File: config.mk
export PLATFORM = sky130hd
export DESIGN_NAME = countdown_timer
export DESIGN_NICKNAME = d
export VERILOG_FILES = /design/src/rtl/countdown_timer.sv
export SDC_FILE = /design/constraint.sdc
export NUM_CORES = 1
export LEC_CHECK = 0
export CAP_MARGIN = 15
export CORE_MARGIN = 2
export CORE_UTILIZATION = 39
export CTS_CLUSTER_DIAMETER = 80
export DETAILED_ROUTE_END_ITERATION = 6
export PLACE_DENSITY = 0.68
export SYNTH_ARGS = -nofsm -noshare
export SYNTH_HDL_FRONTEND = slang
export SYNTH_SLANG_ARGS = --single-unit
export TNS_END_PERCENT = 30
File: constraint.sdc
create_clock -name clk_1s -period 2 [get_ports clk_1s]
set_input_delay 0.4 -clock clk_1s [delete_from_list [all_inputs] [get_ports clk_1s]]
set_output_delay 0.4 -clock clk_1s [all_outputs]
set_load 0.01 [all_outputs]
File: src/rtl/countdown_timer.sv
`default_nettype none
// ============================================================================
// Module   : countdown_timer
// Purpose  : HH:MM:SS BCD countdown timer clocked by the 1-second clock.
//            Loads a value, decrements once per tick while running, and
//            raises Done on reaching 00:00:00 until acknowledged or
//            auto-cleared after AUTO_CLEAR ticks (0 = never auto-clear).
// Revision : 1.0 - initial release
// ----------------------------------------------------------------------------
// Ports    :
//   clk_1s          in   1-second clock, rising-edge active
//   reset           in   asynchronous, active-high reset
//   H_in1..S_in0    in   BCD load value (hour tens is 2 bits)
//   LD_timer        in   load the input digits
//   START           in   start / resume counting
//   PAUSE           in   freeze counting
//   STOP_al         in   acknowledge expiry or cancel a run
//   Done            out  high while expired
//   Running         out  high while counting
//   Load_err        out  one-tick pulse on a rejected load
//   H_out1..S_out0  out  current BCD count
// ============================================================================
module countdown_timer #(
  parameter int AUTO_CLEAR = 60,
  parameter int MAX_HOUR   = 23
) (
  input  logic       clk_1s,
  input  logic       reset,
  input  logic [1:0] H_in1,
  input  logic [3:0] H_in0,
  input  logic [3:0] M_in1,
  input  logic [3:0] M_in0,
  input  logic [3:0] S_in1,
  input  logic [3:0] S_in0,
  input  logic       LD_timer,
  input  logic       START,
  input  logic       PAUSE,
  input  logic       STOP_al,
  output logic       Done,
  output logic       Running,
  output logic       Load_err,
  output logic [1:0] H_out1,
  output logic [3:0] H_out0,
  output logic [3:0] M_out1,
  output logic [3:0] M_out0,
  output logic [3:0] S_out1,
  output logic [3:0] S_out0
);

  // Expiry counter only needs to reach AUTO_CLEAR-1; keep at least one bit.
  localparam int CW = (AUTO_CLEAR > 1) ? $clog2(AUTO_CLEAR + 1) : 1;
  localparam logic [CW-1:0] CLR_AT = CW'((AUTO_CLEAR > 0) ? AUTO_CLEAR - 1 : 0);

  typedef enum logic [1:0] {
    IDLE    = 2'd0,
    RUN     = 2'd1,
    PAUSED  = 2'd2,
    EXPIRED = 2'd3
  } state_t;

  state_t        state, state_nx;
  logic [21:0]   cnt, cnt_nx, cnt_dec, din;
  logic [CW-1:0] exp_cnt, exp_cnt_nx;
  logic          load_err_nx;
  logic          load_ok;
  logic [6:0]    hour_val;
  logic          cnt_zero, cnt_one;

  // Digit order inside cnt: {H1, H0, M1, M0, S1, S0}
  assign din = {H_in1, H_in0, M_in1, M_in0, S_in1, S_in0};
  assign {H_out1, H_out0, M_out1, M_out0, S_out1, S_out0} = cnt;

  assign cnt_zero = (cnt == 22'd0);
  assign cnt_one  = (cnt == 22'd1);

  assign hour_val = 7'(H_in1) * 7'd10 + 7'(H_in0);
  assign load_ok  = (int'(hour_val) <= MAX_HOUR) && (H_in0 <= 4'd9) &&
                    (M_in1 <= 4'd5) && (M_in0 <= 4'd9) &&
                    (S_in1 <= 4'd5) && (S_in0 <= 4'd9);

  // BCD decrement with borrow ripple from seconds up to hour tens.
  always_comb begin
    logic [1:0] h1;
    logic [3:0] h0, m1, m0, s1, s0;
    {h1, h0, m1, m0, s1, s0} = cnt;
    if (s0 != 4'd0) begin
      s0 = s0 - 4'd1;
    end else begin
      s0 = 4'd9;
      if (s1 != 4'd0) begin
        s1 = s1 - 4'd1;
      end else begin
        s1 = 4'd5;
        if (m0 != 4'd0) begin
          m0 = m0 - 4'd1;
        end else begin
          m0 = 4'd9;
          if (m1 != 4'd0) begin
            m1 = m1 - 4'd1;
          end else begin
            m1 = 4'd5;
            if (h0 != 4'd0) begin
              h0 = h0 - 4'd1;
            end else begin
              h0 = 4'd9;
              h1 = h1 - 2'd1;
            end
          end
        end
      end
    end
    cnt_dec = {h1, h0, m1, m0, s1, s0};
  end

  // Next-state logic; input priority LD_timer > STOP_al > PAUSE > START.
  always_comb begin
    state_nx    = state;
    cnt_nx      = cnt;
    exp_cnt_nx  = exp_cnt;
    load_err_nx = 1'b0;

    if (LD_timer) begin
      if (load_ok) begin
        cnt_nx     = din;
        state_nx   = IDLE;
        exp_cnt_nx = '0;
      end else begin
        // Rejected load freezes everything for this tick.
        load_err_nx = 1'b1;
      end
    end else begin
      case (state)
        IDLE: begin
          if (!STOP_al && !PAUSE && START && !cnt_zero) begin
            state_nx = RUN;
          end
        end
        RUN: begin
          if (STOP_al) begin
            state_nx = IDLE;
          end else if (PAUSE) begin
            state_nx = PAUSED;
          end else if (cnt_zero) begin
            // Unreachable in normal use; avoids wrapping below zero.
            state_nx   = EXPIRED;
            exp_cnt_nx = '0;
          end else begin
            cnt_nx = cnt_dec;
            if (cnt_one) begin
              state_nx   = EXPIRED;
              exp_cnt_nx = '0;
            end
          end
        end
        PAUSED: begin
          if (STOP_al) begin
            state_nx = IDLE;
          end else if (!PAUSE && START) begin
            state_nx = RUN;
          end
        end
        EXPIRED: begin
          if (STOP_al) begin
            state_nx   = IDLE;
            exp_cnt_nx = '0;
          end else if ((AUTO_CLEAR > 0) && (exp_cnt == CLR_AT)) begin
            // Done has now been high for AUTO_CLEAR ticks.
            state_nx   = IDLE;
            exp_cnt_nx = '0;
          end else if (exp_cnt != '1) begin
            exp_cnt_nx = exp_cnt + 1'b1;
          end
        end
        default: state_nx = IDLE;
      endcase
    end
  end

  // Done/Running are registered copies of the next state so they change
  // on the same edge as the state itself.
  always_ff @(posedge clk_1s or posedge reset) begin
    if (reset) begin
      state    <= IDLE;
      cnt      <= '0;
      exp_cnt  <= '0;
      Load_err <= 1'b0;
      Done     <= 1'b0;
      Running  <= 1'b0;
    end else begin
      state    <= state_nx;
      cnt      <= cnt_nx;
      exp_cnt  <= exp_cnt_nx;
      Load_err <= load_err_nx;
      Done     <= (state_nx == EXPIRED);
      Running  <= (state_nx == RUN);
    end
  end

endmodule
`default_nettype wire

**Word level (Yosys, flattened, before mapping)**

Cells that the tools add are included.

- Input port bits: 28
- Logic and storage cells: 125
- Output and inout bits: 25
- Bits in registers: 33

- $mul: 1
- $add $sub $neg: 8
- Mux-type cells: 50
- Reductions and logical operators: 28
- Equality and inequality tests: 21
- Order comparisons: 6

Operator list:

| operator | count |
|---|---|
| $mux 22 | 6 |
| $mux 4 | 15 |
| $mux 6 | 9 |
| $mux 2 | 16 |
| $eq 22x1->1 const B | 1 |
| $logic_not 22->1 | 1 |
| $reduce_bool 4->1 | 5 |
| $sub 4x1->4 const B | 5 |
| $ne 2x2->1 const B | 8 |
| $le 4x4->1 const B | 3 |
| $pmux 6 s2 | 1 |
| $reduce_and 6->1 | 2 |
| $reduce_and 10->1 | 1 |
| $logic_and 1x1->1 | 9 |
| $reduce_and 9->1 | 1 |
| $le 4x3->1 const B | 2 |
| $pmux 2 s4 | 1 |
| $reduce_and 8->1 | 1 |
| $add 6x4->7 | 1 |
| $le 7x5->1 const B | 1 |
| $reduce_and 7->1 | 1 |
| $add 6x1->6 const B | 1 |
| $eq 2x2->1 const B | 3 |
| $eq 6x6->1 const B | 1 |
| other kinds (14) | 19 |

**Depth between registers and ports, before layout**

Gate-level depths: netlist (run 1).

- Depth in word-level cells: 11
- Mapped depth: 10
- Mapped depth without buffers: 9

**Least setup slack after synthesis (run 1)**

No wires, ideal clock.

- Path kind: input-to-reg
- Start point: input H_in1[0]
- End point: register exp_cnt[0]
- Arrival time: 2341 ps
- Setup slack: -469 ps
- Stages: 8
- Setup time: 128 ps
- Path buffers: 0
- Required time: 1872 ps
- Cells stage by stage: ha_1 > inv_1 > fa_1 > or4b_1 > nand4_1 > nor4_2 > nor3_4 > mux2_1

- Word-level cells in the longest chain between the ends: 10

Ends and longest elaborated chain:

| item | RTL line | text |
|---|---|---|
| from (decl) | 29 | `input logic [1:0] H_in1,` |
| $mul 2x3->5 | 76 | `assign hour_val = 7'(H_in1) * 7'd10 + 7'(H_in0);` |
| $add 6x4->7 | 76 |  |
| $le 7x5->1 | 77 | `assign load_ok = (int'(hour_val) <= MAX_HOUR) && (H_in0 <= 4'd9) &&` |
| $logic_and 1x1->1 (2 in a row) | 77 |  |
| $logic_and 1x1->1 (2 in a row) | 78 | `(M_in1 <= 4'd5) && (M_in0 <= 4'd9) &&` |
| $logic_and 1x1->1 | 79 | `(S_in1 <= 4'd5) && (S_in0 <= 4'd9);` |
| $ne 2x1->1 (no line) | n/a |  |
| $reduce_and 6->1 (no line) | n/a |  |
| to (signal assigned) | 192 | `exp_cnt <= exp_cnt_nx;` |
| to (decl) | 63 | `logic [CW-1:0] exp_cnt, exp_cnt_nx;` |

Every way passes these cells.
A chain may end at the register's enable or synchronous reset.

**Final worst setup path (run 1)**

- Start point: input H_in1[0]
- End point: register cnt[8]

- Word-level cells in the longest chain between the ends: 10

Ends and longest elaborated chain:

| item | RTL line | text |
|---|---|---|
| $mul 2x3->5 | 76 |  |
| $add 6x4->7 | 76 |  |
| $le 7x5->1 | 77 |  |
| $logic_and 1x1->1 (2 in a row) | 77 |  |
| $logic_and 1x1->1 (2 in a row) | 78 |  |
| $logic_and 1x1->1 | 79 |  |
| $ne 2x1->1 (no line) | n/a |  |
| $reduce_and 7->1 (no line) | n/a |  |
| to (signal assigned) | 191 | `cnt <= cnt_nx;` |
| to (decl) | 62 | `logic [21:0] cnt, cnt_nx, cnt_dec, din;` |

Every way passes these cells.

==> impl_metrics.csv, run 1 <==
group,metric,value,unit
outcome,outcome,"complete, but fails checks",
outcome,violations,"setup timing",
timing,hold_slack,494,ps
timing,rsz0062_at_grt,"true",
synthesis,syn_avg_cell_area,8.80,um^2
power_and_ir_drop,ir_worst_vdd,0.480,mV
setup_path,r2r-end,"cnt[9]",
layout,num-fill-cells,488,
timing,period_share,111,%
place,placedCellCount,414,
cts,h-tree-depth,2,
min_path,min_path_type,"primary input to asynchronous set/reset pin",
setup_path,r2r_cells,9,
timing,relSlewSlack,66.8,%
synthesis,ys.flop_type,"dfrtp_1",
setup_path,worstPathArrival,2390,ps
setup_path,crit_path_max_fanout,5,
timing,maxSlewViolCount,0,
place,hpwl,4640,um
drt,wl_met1,2950,um
place,place_congestion,0.903,
power_and_ir_drop,p_leak,1.51,nW
drt,initialDrtViolationCount,87,
drt,drtPass1Iterations,4,
cts,clkTransAtPathRegs,70,ps
cts,clk_latency,290,ps
die,die_w,79.1,um
drt,finalWirelength,6340,um
setup_path,cp-start-kind,"primary input",
drt,ant_nets,0,
synthesis,ys_async_sr_fraction,100,%
drt,route.met2.wl,2980,um
cts,root_buffer,"clkbuf_8",
cts,ctsHoldBuffers,0,
synthesis,ys_warn_count,0,
timing,worst_pin_slew,495,ps
synthesis,syn-cell-area,0.00220,mm^2
die,design.die.area,0.00626,mm^2
die,core,0.00547,mm^2
drt,drc,0,
timing,final-setup-viol-count,32,
cts,clock-sinks,33,
setup_path,worst_ep_required_time,2180,ps
die,io_pins,53,
drt,dr_wl_met3,304,um
synthesis,synth-seq-area-share,37.5,%
layout,nets,386,
timing,tns,-4320,ps
global_routing,grt_max_degree,34,
cts,tritoncts,"built",
drt,top_layer,"met4",
layout,instances_no_fill,424,
die,num_rows,27,
setup_path,cp-end-kind,"flip-flop",
setup_path,rrSetupSlack,-130,ps
layout,area_delta_synth_final,56.1,%
global_routing,grtUsageTotal,21.2,%
layout,register_area,826,um^2
layout,final_layout_size_suffix_gt1_share,27.3,%
drt,via_per_inst,5.46,
global_routing,grt_pass1_wl,10400,um
cts,clock_path_buffers,2,
drt,post_drt_wl_per_cell,14.9,um
layout,n_antenna_cell,0,
timing,hold_violations,0,
synthesis,synth.distinct_cells,60,
timing,finalCriticalPeriod,2220,ps
die,die_h,79.1,um
layout,post-route-util,62.8,%
cts,cts_buffers,5,
setup_path,path_class,"primary input to flip-flop",
setup_path,reg2reg_from,"cnt[20]",
synthesis,syn_inst,250,
global_routing,grt_overflow_total,0,
place,port_buffers,52,
power_and_ir_drop,power_density,689,mW/mm^2
global_routing,grt_antenna_before_repair,0,
synthesis,syn_nets,285,
timing,skew,3.75,ps
flow_run,maxCapViolCount,0,
global_routing,grt_pass1_vias,2288,
layout,multiInputGateArea,0.00143,mm^2
drt,via_count,2313,
synthesis,yosys_register_bits,33,
timing,fin_ws,-216,ps
synthesis,synth_edf_count,0,
timing,max_freq,0.451,GHz
layout,final_cell_mix,"clkdlybuf4s50_1, buf_4, dfrtp_1",
die,start_util,40.2,%
## flip-flops by register name, summed over array words and instances (netlist names)
register / flops
Done: 1
state: 2
exp_cnt: 6
Load_err: 1
cnt: 22
Running: 1
## timing repair
| item | 4_1_cts | 5_1_grt |
|---|---|---|
| resized for setup | 41 | 12 |
| pin swaps | 15 | 10 |
| setup endpoints to repair | 33 | 33 |
| buffers inserted | 0 | 2 |
## worst max-delay path by stage
stage                     cells after the start  slack (ps)      end     start
after floorplan                              10        -350   cnt[8]  H_in1[0]
after global placement                       10        -930  cnt[12]  H_in1[0]
after detailed placement                     10       -1010  cnt[12]  H_in1[0]
after CTS                                    10        -230  cnt[13]  H_in0[1]
after global routing                         10        -320   cnt[8]  H_in1[0]
final                                        10        -220   cnt[8]  H_in1[0]
## cell usage after synthesis, types with 6 or more instances
cell type | number | area share [%]
nor3_1 | 6 | 1.4
nand2_1 | 20 | 3.4
mux2i_1 | 7 | 3.2
dfrtp_1 | 33 | 38
and3_1 | 6 | 1.7
o21ai_0 | 11 | 2.5
nor2_1 | 29 | 4.9
a21oi_1 | 13 | 3.0
inv_1 | 19 | 3.2
nand3_1 | 11 | 2.5
ha_1 | 6 | 3.4
## critical path, cell delays in order
cell     delay, ps
buf_8          100
ha_4           160
inv_2           60
fa_2           250
or4b_1         130
nand4_1        190
or4_4          640
buf_6          170
a31oi_2        210
o31ai_2         90
## cells by family after synthesis
| logic type | synth area share (%) |
|---|---|
| flops | 37.5 |
| simple gates | 24.1 |
| buf+inv | 5.23 |
| mux | 3.70 |
| fa+ha+maj | 4.32 |
| xor+xnor | 0.797 |
| compound gates | 24.3 |
## cell type report
class	instances	area share, %
clock buffers	7	2.81
multi-input cells	189	41.5
clock inverters	1	0.146
well taps	72	2.62
flip-flops and latches	33	24.0
repair buffers	102	26.7
inverters	20	2.19
## stage by stage
stage / total power, W / setup WS (ps) / instance area (um^2)
CTS: 0.00235 / -226 / 3370
floorplan: 0.00127 / -345 / 2230
global placement: 0.00174 / -927 / 3150
global route: 0.00251 / -315 / 3430
detailed placement: 0.00175 / -1010 / 3150
finish: 0.00237 / -216 / 3430
## per-layer routing
| metal | GRT usage, % | vias to the layer above |
|---|---|---|
| met1 | 27.9 | 1111 |
| met5 | 0 | - |
| met4 | 9.48 | 0 |
| li1 | - | 1126 |
| met3 | 2.84 | 8 |
| met2 | 34.7 | 68 |
## power breakdown
group	total, W	switching (W)	internal (W)
Clock	0.000570	0.000259	0.000311
Combinational	0.000894	0.000406	0.000488
Sequential	0.000902	0.000123	0.000779
Total	0.00237	0.000787	0.00158
Power figures use the tool's default switching activity.
==> run 2, diff against run 1 <==
==> constraint.sdc (replaced) <==
create_clock -name clk_1s -period 2 [get_ports clk_1s]
set_input_delay 0.4 -clock clk_1s [delete_from_list [all_inputs] [get_ports clk_1s]]
set_output_delay 0.4 -clock clk_1s [all_outputs]
set_load 0.05 [all_outputs]
==> impl_metrics.csv, run 2 (same netlist as run 1, synthesis figures left out) <==
group,metric,value,unit
outcome,outcome,"complete, but fails checks",
outcome,violations,"setup timing",
power_and_ir_drop,p_leak,1.70,nW
cts,cts_buffers,5,
place,placedCellCount,425,
drt,post_drt_wl_per_cell,15.5,um
cts,clock-sinks,33,
setup_path,cp-start-kind,"primary input",
global_routing,grt_pass1_vias,2379,
drt,drtPass1Iterations,5,
power_and_ir_drop,ir_worst_vdd,0.646,mV
place,place_congestion,0.904,
timing,worst_pin_slew,613,ps
timing,max_freq,0.454,GHz
power_and_ir_drop,power_density,783,mW/mm^2
layout,instances_no_fill,440,
setup_path,startpoint,"H_in1[0]",
place,hpwl,4810,um
power_and_ir_drop,p_clk_share,23.6,%
timing,period_share,110,%
drt,initialDrtViolationCount,128,
power_and_ir_drop,intPower,0.00170,W
cts,root_buffer,"clkbuf_8",
place,place_ws,-970,ps
timing,hold_slack,514,ps
global_routing,grt_max_degree,34,
layout,reg_top3,"cnt (22), exp_cnt (6), state (2)",
layout,n_antenna_cell,0,
timing,relSlewSlack,58.7,%
drt,via_per_inst,5.50,
timing,hold_violations,0,
timing,finalCriticalPeriod,2200,ps
setup_path,cp-end-kind,"flip-flop",
global_routing,grt_antenna_before_repair,0,
power_and_ir_drop,p_comb_share,44.6,%
timing,fin_ws,-204,ps
timing,skew,12.0,ps
timing,rsz0062_at_grt,"true",
layout,nets,402,
cts,tritoncts,"built",
layout,area_delta_synth_final,64.7,%
die,io_pins,53,
die,die_h,79.1,um
place,port_buffers,52,
cts,ctsHoldBuffers,0,
drt,via_count,2418,
layout,final_area,0.00362,mm^2
setup_path,reg2reg_from,"cnt[20]",
cts,clock_path_buffers,2,
drt,ant_nets,0,
die,start_util,40.2,%
layout,largest_register_ffs,22,
power_and_ir_drop,power.switching,0.00113,W
setup_path,crit_path_max_fanout,3,
layout,num-fill-cells,454,
die,die_w,79.1,um
timing,final-setup-viol-count,33,
cts,clk_latency,290,ps
cts,clkTransAtPathRegs,80,ps
global_routing,grt_overflow_total,0,
place,place_area,0.00322,mm^2
drt,finalWirelength,6820,um
power_and_ir_drop,seqPwrFrac,31.8,%
timing,tns,-3160,ps
layout,top_register,"cnt",
die,core,0.00547,mm^2
global_routing,grtUsageTotal,22.3,%
layout,final_layout_size_suffix_gt1_share,36.7,%
timing,maxSlewViolCount,0,
power_and_ir_drop,swShare,40.0,%
global_routing,grt_pass1_wl,11000,um
setup_path,path_class,"primary input to flip-flop",
die,design.die.area,0.00626,mm^2
flow_run,maxCapViolCount,0,
layout,final_common_cell,"buf_4",
layout,final_cell_mix,"buf_4, dfrtp_1, clkdlybuf4s50_1",
min_path,min_path_type,"primary input to asynchronous set/reset pin",
cts,h-tree-depth,2,
setup_path,worst_ep_required_time,2170,ps
setup_path,worstPathArrival,2370,ps
die,num_rows,27,
drt,drc,0,
-- run 2: cell types whose count changed in the layout (fill, tap and decap cells not counted), sizes merged --
cell and delta:
buf +27, bufinv +1, clkbuf +3, clkdlybuf4s15 -2, clkdlybuf4s50 -17, clkinv -1, dlygate4sd2 -1, dlymetal6s2s +6
-- run 2: metrics by stage --
step                      utilization [%]  power, W
after global routing                 66.2   0.00298
final                                66.2   0.00284
after floorplan                         -   0.00159
after global placement               58.9   0.00208
after detailed placement             58.9   0.00210
after CTS                            64.1   0.00281
-- run 2: final cells by class --
| class | count | area [um^2] | area share, % |
|---|---|---|---|
| clock buffer | 7 | 86.3 | 2.38 |
| clock inverter | 1 | 30.0 | 0.829 |
| inverter | 20 | 75.1 | 2.07 |
| tap | 72 | 90.1 | 2.49 |
| sequential | 33 | 828 | 22.9 |
| timing repair buffer | 118 | 1040 | 28.6 |
| multi-input combinational | 189 | 1480 | 40.8 |
-- run 2: power groups by stage --
| stage | combinational [W] | clock [W] | sequential, W |
|---|---|---|---|
| 4_1_cts | 0.00124 | 0.000681 | 0.000895 |
| 3_3_place_gp | 0.00119 | 0 | 0.000893 |
| 6_report | 0.00126 | 0.000670 | 0.000902 |
| 3_5_place_dp | 0.00120 | 0 | 0.000900 |
| 2_1_floorplan | 0.000317 | 0 | 0.00127 |
| 5_1_grt | 0.00135 | 0.000707 | 0.000917 |
-- run 2: routing by layer --
layer | up-vias | GRT usage (%) | wire (um)
met4 | 0 | 7.41 | 95
li1 | 1171 | - | -
met1 | 1166 | 28.4 | 2920
met2 | 71 | 38.0 | 3500
met5 | - | 0 | 0
met3 | 10 | 4.43 | 299
-- run 2: what timing repair did --
item                                    CTS  global route
endpoints found under the setup margin   33            39
setup buffers                             4             3
resized for setup                        43            33
pin swaps                                22            16
-- run 2: worst paths after layout --
path / endpoint / slack (ps) / cells past startpoint
min in group clk_1s: exp_cnt[5] / 530 / 1
worst min-delay path: cnt[20] / 510 / 3
max in group asynchronous: cnt[17] / 1160 / 3
worst min register to register: exp_cnt[5] / 530 / 1
worst max-delay path: exp_cnt[0] / -200 / 10
worst max register to register: exp_cnt[0] / -120 / 9
-- run 2: critical path, stage by stage --
cell and delay (ps):
buf_8 80, ha_4 130, inv_2 30, fa_2 350, or4b_1 520, nand4_1 160
nor4_2 80, buf_4 150, nor3_4 150, mux2_4 320
